`src/rtl/sirv_debug_ram_arb_pkg.sv`:
```
// Shared definitions for the debug RAM arbiter: RAM geometry and port-id encoding.
package sirv_debug_ram_arb_pkg;

   localparam int RAM_WORDS = 7;
   localparam int IDX_W     = 3;
   localparam int DATA_W    = 32;

   // Highest implemented word index; anything above it is out of range.
   localparam logic [IDX_W-1:0] LAST_IDX = IDX_W'(RAM_WORDS - 1);

   typedef enum logic {
      PORT_DM   = 1'b0,
      PORT_HART = 1'b1
   } port_e;

endpackage

```
`src/rtl/sirv_debug_ram_arb_rsp_slot.sv`:
```
// One-entry response register: captures a response on load, holds it until the consumer
// takes it with rsp_ready. A load in the draining cycle replaces the old entry.
module sirv_debug_ram_rsp_slot
   import sirv_debug_ram_arb_pkg::*;
(
   input  logic              clk,
   input  logic              rst_n,
   input  logic              load,
   input  logic [DATA_W-1:0] load_rdata,
   input  logic              load_err,
   input  logic              rsp_ready,
   output logic              rsp_valid,
   output logic [DATA_W-1:0] rsp_rdata,
   output logic              rsp_err
);

   // NOTE: sequential state uses non-blocking assignments so every flop samples
   // pre-edge values regardless of the order the always blocks are evaluated.
   always_ff @(posedge clk or negedge rst_n) begin
      if (!rst_n) begin
         rsp_valid <= 1'b0;
         rsp_rdata <= '0;
         rsp_err   <= 1'b0;
      end else if (load) begin
         rsp_valid <= 1'b1;
         rsp_rdata <= load_rdata;
         rsp_err   <= load_err;
      end else if (rsp_ready) begin
         rsp_valid <= 1'b0;
      end
   end

endmodule

```
`src/rtl/sirv_debug_ram_arb.sv`:
```
// Round-robin arbiter putting the DM and hart command ports onto the single debug RAM port.
// Define SIRV_DBGRAM_ERR_EN to flag out-of-range and misaligned accesses through rsp_err.
module sirv_debug_ram_arb
   import sirv_debug_ram_arb_pkg::*;
#(
   parameter int HART_AW = 12
) (
   input  logic               clk,
   input  logic               rst_n,
   input  logic               dm_cmd_valid,
   output logic               dm_cmd_ready,
   input  logic               dm_cmd_read,
   input  logic [IDX_W-1:0]   dm_cmd_addr,
   input  logic [DATA_W-1:0]  dm_cmd_wdata,
   output logic               dm_rsp_valid,
   input  logic               dm_rsp_ready,
   output logic [DATA_W-1:0]  dm_rsp_rdata,
   output logic               dm_rsp_err,
   input  logic               hart_cmd_valid,
   output logic               hart_cmd_ready,
   input  logic               hart_cmd_read,
   input  logic [HART_AW-1:0] hart_cmd_addr,
   input  logic [DATA_W-1:0]  hart_cmd_wdata,
   output logic               hart_rsp_valid,
   input  logic               hart_rsp_ready,
   output logic [DATA_W-1:0]  hart_rsp_rdata,
   output logic               hart_rsp_err,
   output logic               ram_cs,
   output logic               ram_rd,
   output logic [IDX_W-1:0]   ram_addr,
   output logic [DATA_W-1:0]  ram_wdat,
   input  logic [DATA_W-1:0]  ram_dout
);

   port_e             rr_q, rr_d;
   logic              dm_elig, hart_elig;
   logic              grant_dm, grant_hart;
   logic              sel_read, bad_access, rsp_err;
   logic [IDX_W-1:0]  sel_idx;
   logic [DATA_W-1:0] sel_wdata, rsp_rdata;

   // Only the word-index bits (and, with error checking, [1:0]) of the hart address matter.
   logic unused_addr_bits;
   assign unused_addr_bits = ^{hart_cmd_addr[HART_AW-1:5], hart_cmd_addr[1:0]};

   // A response slot frees in the same cycle it drains, so back-to-back accepts need rsp_ready.
   assign dm_elig   = dm_cmd_valid   & (~dm_rsp_valid   | dm_rsp_ready);
   assign hart_elig = hart_cmd_valid & (~hart_rsp_valid | hart_rsp_ready);

   always_ff @(posedge clk or negedge rst_n) begin
      if (!rst_n) rr_q <= PORT_HART;
      else        rr_q <= rr_d;
   end

   // NOTE: every signal written here gets a default first, so no path can infer a latch.
   always_comb begin
      grant_hart = 1'b0;
      grant_dm   = 1'b0;
      rr_d       = rr_q;
      if (hart_elig && (!dm_elig || rr_q == PORT_HART)) begin
         grant_hart = 1'b1;
         rr_d       = PORT_DM;
      end else if (dm_elig) begin
         grant_dm = 1'b1;
         rr_d     = PORT_HART;
      end
   end

   assign dm_cmd_ready   = grant_dm;
   assign hart_cmd_ready = grant_hart;

   assign sel_read  = grant_hart ? hart_cmd_read      : dm_cmd_read;
   assign sel_idx   = grant_hart ? hart_cmd_addr[4:2] : dm_cmd_addr;
   assign sel_wdata = grant_hart ? hart_cmd_wdata     : dm_cmd_wdata;

`ifdef SIRV_DBGRAM_ERR_EN
   assign bad_access = (sel_idx > LAST_IDX) | (grant_hart & (|hart_cmd_addr[1:0]));
   assign rsp_err    = bad_access;
`else
   assign bad_access = (sel_idx > LAST_IDX);
   assign rsp_err    = 1'b0;
`endif

   // Rejected accesses never reach the RAM but are still accepted and answered.
   assign ram_cs    = (grant_dm | grant_hart) & ~bad_access;
   assign ram_rd    = sel_read;
   assign ram_addr  = sel_idx;
   assign ram_wdat  = sel_wdata;
   assign rsp_rdata = (sel_read && !bad_access) ? ram_dout : '0;

   sirv_debug_ram_rsp_slot u_dm_slot (
      .clk        (clk),
      .rst_n      (rst_n),
      .load       (grant_dm),
      .load_rdata (rsp_rdata),
      .load_err   (rsp_err),
      .rsp_ready  (dm_rsp_ready),
      .rsp_valid  (dm_rsp_valid),
      .rsp_rdata  (dm_rsp_rdata),
      .rsp_err    (dm_rsp_err)
   );

   sirv_debug_ram_rsp_slot u_hart_slot (
      .clk        (clk),
      .rst_n      (rst_n),
      .load       (grant_hart),
      .load_rdata (rsp_rdata),
      .load_err   (rsp_err),
      .rsp_ready  (hart_rsp_ready),
      .rsp_valid  (hart_rsp_valid),
      .rsp_rdata  (hart_rsp_rdata),
      .rsp_err    (hart_rsp_err)
   );

endmodule
```
`config.mk`:
```
export PLATFORM = sky130hd
export DESIGN_NAME = sirv_debug_ram_arb
export DESIGN_NICKNAME = d
export VERILOG_FILES = /design/src/rtl/sirv_debug_ram_arb_pkg.sv /design/src/rtl/sirv_debug_ram_arb_rsp_slot.sv /design/src/rtl/sirv_debug_ram_arb.sv
export SDC_FILE = /design/constraint.sdc
export NUM_CORES = 1
export LEC_CHECK = 0
export BUFFER_PORTS_ARGS = -buffer_cell sky130_fd_sc_hd__buf_4
export CORE_MARGIN = 2
export CORE_UTILIZATION = 40
export DETAILED_ROUTE_END_ITERATION = 12
export PLACE_DENSITY = 0.72
export SLEW_MARGIN = 20
export SYNTH_ARGS = -nofsm -noshare
export SYNTH_HDL_FRONTEND = slang
export SYNTH_SLANG_ARGS = --single-unit
```
`constraint.sdc`:
```
create_clock -name clk -period 2.97 [get_ports clk]
set_clock_uncertainty 0.1 [all_clocks]
set_input_delay 0.297 -clock clk [delete_from_list [all_inputs] [get_ports clk]]
set_output_delay 0.297 -clock clk [all_outputs]
set_load 0.01 [all_outputs]
```
Yosys cells after proc, flatten, opt, wreduce, memory -nomap -nowiden
Index checks and enable logic that the tools add are counted.

operators by class
  $add $sub $neg = 0
  $mul = 0
  divide/modulo/power cells = 0
  magnitude comparators = 1
  equality and inequality tests = 0
  shift operators = 0
  multiplexer cells = 13
  bitwise logic cells = 9
  reduce and logical (&&, ||, !) cells = 8

operator list
  cell                number
  $mux 32             2
  $mux 1              10
  $reduce_bool 2->1   3
  $and 1x1->1         3
  $gt 3x3->1 const B  1
  $mux 3              1
  $not 1->1           3
  $or 1x1->1          3
  $logic_and 1x1->1   2
  $logic_not 1->1     2
  $logic_or 1x1->1    1

word-level totals
  flip-flop bits (word level) = 67
  bits in latches = 0
  bits in writable memories = 0
  bits in read-only memories = 0
  input bits = 119
  output and inout bits = 107
  logic and storage cells = 36
  memories = 0

Logic depth before layout (Yosys ltp)
  depth in word-level cells = 12
  gate-level depth with buffers = 4
  depth with buffers taken out = 3

Hierarchy
Synthesis repeated with hierarchy kept, for this count alone.

unflattened totals
  cells, all modules = 312
  area total of the unflattened synthesis = 4125.2 sq um

by module, submodules not included
  module                   instances  cells an instance  area each (sq um)  seq. area each (sq um)
  sirv_debug_ram_rsp_slot  2          73                 1413.9             850.8
  sirv_debug_ram_arb       1          166                1297.5             26.3

Worst setup path before layout
OpenSTA, ideal clock, no wires.

  path kind = register to output
  start point = register u_dm_slot.rsp_valid
  end point = output port ram_wdat[17]
  arrival time = 1.616 ns
  required time = 2.573 ns
  path slack = 0.957 ns
  stages on the path, launching flop included = 5
  path buffers = 1
  path through = dfrtp_1 nor2b_2 o311ai_4 buf_4 mux2_2

between the ends
  word-level cells in the longest chain between the ends = 8

RTL lines
  item                      line                               RTL
  start: declaration        sirv_debug_ram_arb_rsp_slot.sv:12  output logic rsp_valid,
  start signal: assignment  sirv_debug_ram_arb_rsp_slot.sv:21  rsp_valid <= 1'b0;
  start signal: assignment  sirv_debug_ram_arb_rsp_slot.sv:25  rsp_valid <= 1'b1;
  start signal: assignment  sirv_debug_ram_arb_rsp_slot.sv:29  rsp_valid <= 1'b0;
  $not 1->1                 sirv_debug_ram_arb.sv:47           assign dm_elig = dm_cmd_valid & (~dm_rsp_valid | dm_rsp_ready);
  $or 1x1->1                sirv_debug_ram_arb.sv:47
  $and 1x1->1               sirv_debug_ram_arb.sv:47
  $logic_not 1->1           sirv_debug_ram_arb.sv:60           if (hart_elig && (!dm_elig || rr_q == PORT_HART)) begin
  $logic_or 1x1->1          sirv_debug_ram_arb.sv:60
  $logic_and 1x1->1         sirv_debug_ram_arb.sv:60
  $mux 1                    sirv_debug_ram_arb.sv:60
  $mux 32                   sirv_debug_ram_arb.sv:74           assign sel_wdata = grant_hart ? hart_cmd_wdata : dm_cmd_wdata;
  end: declaration          sirv_debug_ram_arb.sv:31           output logic [DATA_W-1:0] ram_wdat,

No other way between the ends.

Worst setup path in the final report
  start point = register u_dm_slot.rsp_valid
  end point = output port ram_wdat[2]

Same word-level chain as after synthesis.

==> flow_summary.ini <==
[route]
maxUsedRoutingLayer = met4
routed-wl-met2_um = 5720
drt.antenna.violating_nets = 0
vias = 3009
drt-met1-wl_um = 3870
via_per_inst = 5.08
wl_met3_um = 749
dr.pass1.iters = 4
drc_errors = 0
wl_per_cell_um = 18.1
drt_iter0_drc = 80
wirelength_um = 10700

[synth]
synth.distinct_cells = 20
syn_area_per_cell_um2 = 13.0
synth-simple-area-share = 0.126
syn_area_um2 = 3500
muxShareOfSynthArea = 0.321
synth_fa_ha_area_frac = 0
synth_compound_area_frac = 0.0221
yosysWarningCount = 0
synthCells = 270
synth-seq-cells = 67
synth_top_family_by_area = multiplexers
synth_xor_area_frac = 0
seq_area_frac_synth = 0.479

[cts]
clk_path_buf_depth = 2
worstSkewPairLatency_ns = 0.32
cts_root_buffer = clkbuf_8
cts_tree = done
htreeDepth = 3
clkTransAtPathRegs_ns = 0.07
clkSinkCount = 67
cts_buffers = 9

[power]
clkPwrFrac = 0.248
p_int_uw = 2170
pwr-share-seq = 0.389
p_leak_uw = 0.00291
vdd_drop_max_mv = 0.378
net-switching-power_uw = 927
finalPower_uw = 3090
switching_share = 0.300
comb_power_share = 0.362
p_per_area_nw_per_um2 = 579

[grt]
antenna_found_initial = 0
grt_max_degree = 68
grt_pass1_vias = 3160
track_usage = 0.223
grt.overflow.total = 0
grt_pass1_wl_um = 16700

[die]
die-area_um2 = 9530
start_util = 0.408
core_region_area_um2 = 8590
ioPinCount = 226
die_h_um = 97.6
die_width_um = 97.6
rows = 34

[sta]
finalMaxSlewViolations = 0
maxClockFrequency_ghz = 0.401
period_share = 0.840
tightest_slew_ns = 0.838
rsz0062_at_grt = no
hold_viol = 0
period_needed_ns = 2.50
worst_slack_ns = 0.475
finalSetupViolations = 0
maxSlewHeadroom = 0.441
hold_ws_ns = 0.0712
tns_ns = 0

[setup_path]
path_buf_inv = 2
cpPeakStageDelay_ns = 0.39
cp.arrival_ns = 2.10
cp_top_family = buffers and inverters
crit_slowest_cell = buf_4
crit_top_cell = buf_4
crit_required_ns = 2.57
path_max_fanout = 28
critPathKind = flip-flop to output pin
crit_chain = nor2b_2, o311ai_4, buf_4, mux2_2, buf_4
crit_path_start_kind = flip-flop
worstSetupEndpointType = output pin

[run_status]
status = complete, no violations

[placed_design]
dp_hpwl_um = 7930
place_worst_setup_slack_ns = 0.809
gp_congestion = 0.898
numPortBuffers = 214

[job]
drv_cap = 0

[layout]
fillers = 712
synthToLayoutAreaGrowth_pct = 52.4
drive_gt1_frac = 0.692
n_antenna_cell = 0
layout.nets = 598

[worst_hold_path]
hold_class = input port to flip-flop
-- cell usage after synthesis --
| master | n | area [um2] |
|---|---|---|
| clkbuf_1 | 12 | 45.0 |
| mux2_1 | 8 | 90.1 |
| and3_1 | 64 | 400 |
| a311oi_4 | 1 | 26.3 |
| nand2b_4 | 1 | 13.8 |
| o2bb2ai_1 | 1 | 8.76 |
| mux2_2 | 92 | 1040 |
| a31oi_1 | 1 | 6.26 |
| dfstp_2 | 1 | 26.3 |
| or2_2 | 1 | 6.26 |
| conb_1 | 1 | 3.75 |
| nand2_1 | 1 | 3.75 |
| buf_4 | 4 | 30.0 |
| inv_1 | 3 | 11.3 |
| nor2b_2 | 1 | 8.76 |
| nand3_1 | 2 | 10.0 |
| o311ai_4 | 1 | 26.3 |
| buf_6 | 8 | 90.1 |
| dfrtp_1 | 66 | 1650 |
| o21ba_2 | 1 | 10.0 |
-- layout make-up --
type / instances / area, um2 / share of cell area
flip-flops and latches: 67 / 1680 / 0.314
multi-input cells: 177 / 1650 / 0.310
inverters: 3 / 11.3 / 0.00211
clock inverters: 6 / 63.8 / 0.0119
repair buffers: 221 / 1660 / 0.311
clock buffers: 10 / 138 / 0.0258
well taps: 108 / 135 / 0.0253
-- power groups by stage --
| stage | Sequential, uW | Clock, uW | Combinational (uW) |
|---|---|---|---|
| 3_3_place_gp | 1210 | 0 | 1120 |
| 2_1_floorplan | 1300 | 0 | 464 |
| 3_5_place_dp | 1220 | 0 | 1130 |
| 4_1_cts | 1210 | 787 | 1140 |
| 5_1_grt | 1230 | 829 | 1200 |
| 6_report | 1200 | 768 | 1120 |
-- sequential cells by signal, summed over array words and instances (netlist names) --
register / count
u_dm_slot.rsp_valid: 1
rr_q: 1
u_dm_slot.rsp_rdata: 32
u_hart_slot.rsp_rdata: 32
u_hart_slot.rsp_valid: 1
-- timing repair --
| action | in CTS | in global routing |
|---|---|---|
| setup buffers | 0 | 0 |
| hold buffers | 1 | 0 |
| hold endpoints to repair | 31 | 0 |
| resized for setup | 0 | 0 |
-- layer usage --
metal,track usage,vias up
met5,0,-
met4,0.0962,0
met3,0.0504,21
met2,0.410,130
met1,0.245,1465
li1,-,1393
-- layout by cell type, fill, tap and decap left out, types with 2 or more instances in the layout --
cell and count:
nand3_1 2, conb_1 2, clkbuf_8 10, and3_1 64
dfrtp_1 66, buf_4 220, clkinvlp_4 2, mux2_2 92
inv_1 3, clkinv_2 2, mux2_1 8
-- worst reg2reg max path, cell delays in order (launching register included) --
cell and delay [ns]:
dfrtp_1 0.37, nor2b_2 0.20, a311oi_4 0.25, buf_4 0.47
mux2_2 0.40
-- path summary, 6_finish.rpt --
check                                        startpoint  cells after the start  slack, ns                         to
max in group asynchronous                         rst_n                      2       1.68  u_hart_slot.rsp_rdata[26]
worst max register to register      u_dm_slot.rsp_valid                      4       1.07    u_dm_slot.rsp_rdata[26]
worst min register to register  u_dm_slot.rsp_rdata[25]                      1       0.40    u_dm_slot.rsp_rdata[25]
min in group asynchronous                         rst_n                      2       0.50   u_hart_slot.rsp_rdata[6]
worst min-delay path                     hart_cmd_valid                      2       0.07                       rr_q
worst max-delay path                u_dm_slot.rsp_valid                      5       0.47                ram_wdat[2]
-- cell families after synthesis --
group	after synthesis
AND/OR/NAND/NOR	70
multiplexers	100
buffers and inverters	27
other	1
flip-flops	67
AO/OA/AOI/OAI	5
-- metrics by stage --
| step | cell area, um2 | util | instances |
|---|---|---|---|
| global placement | 5130 | 0.597 | 575 |
| finish | 5340 | 0.622 | 592 |
| global route | 5340 | 0.622 | 592 |
| floorplan | 3510 | - | 271 |
| CTS | 5340 | 0.622 | 592 |
| detailed placement | 5130 | 0.597 | 575 |
(Power assumes the default switching activity.)
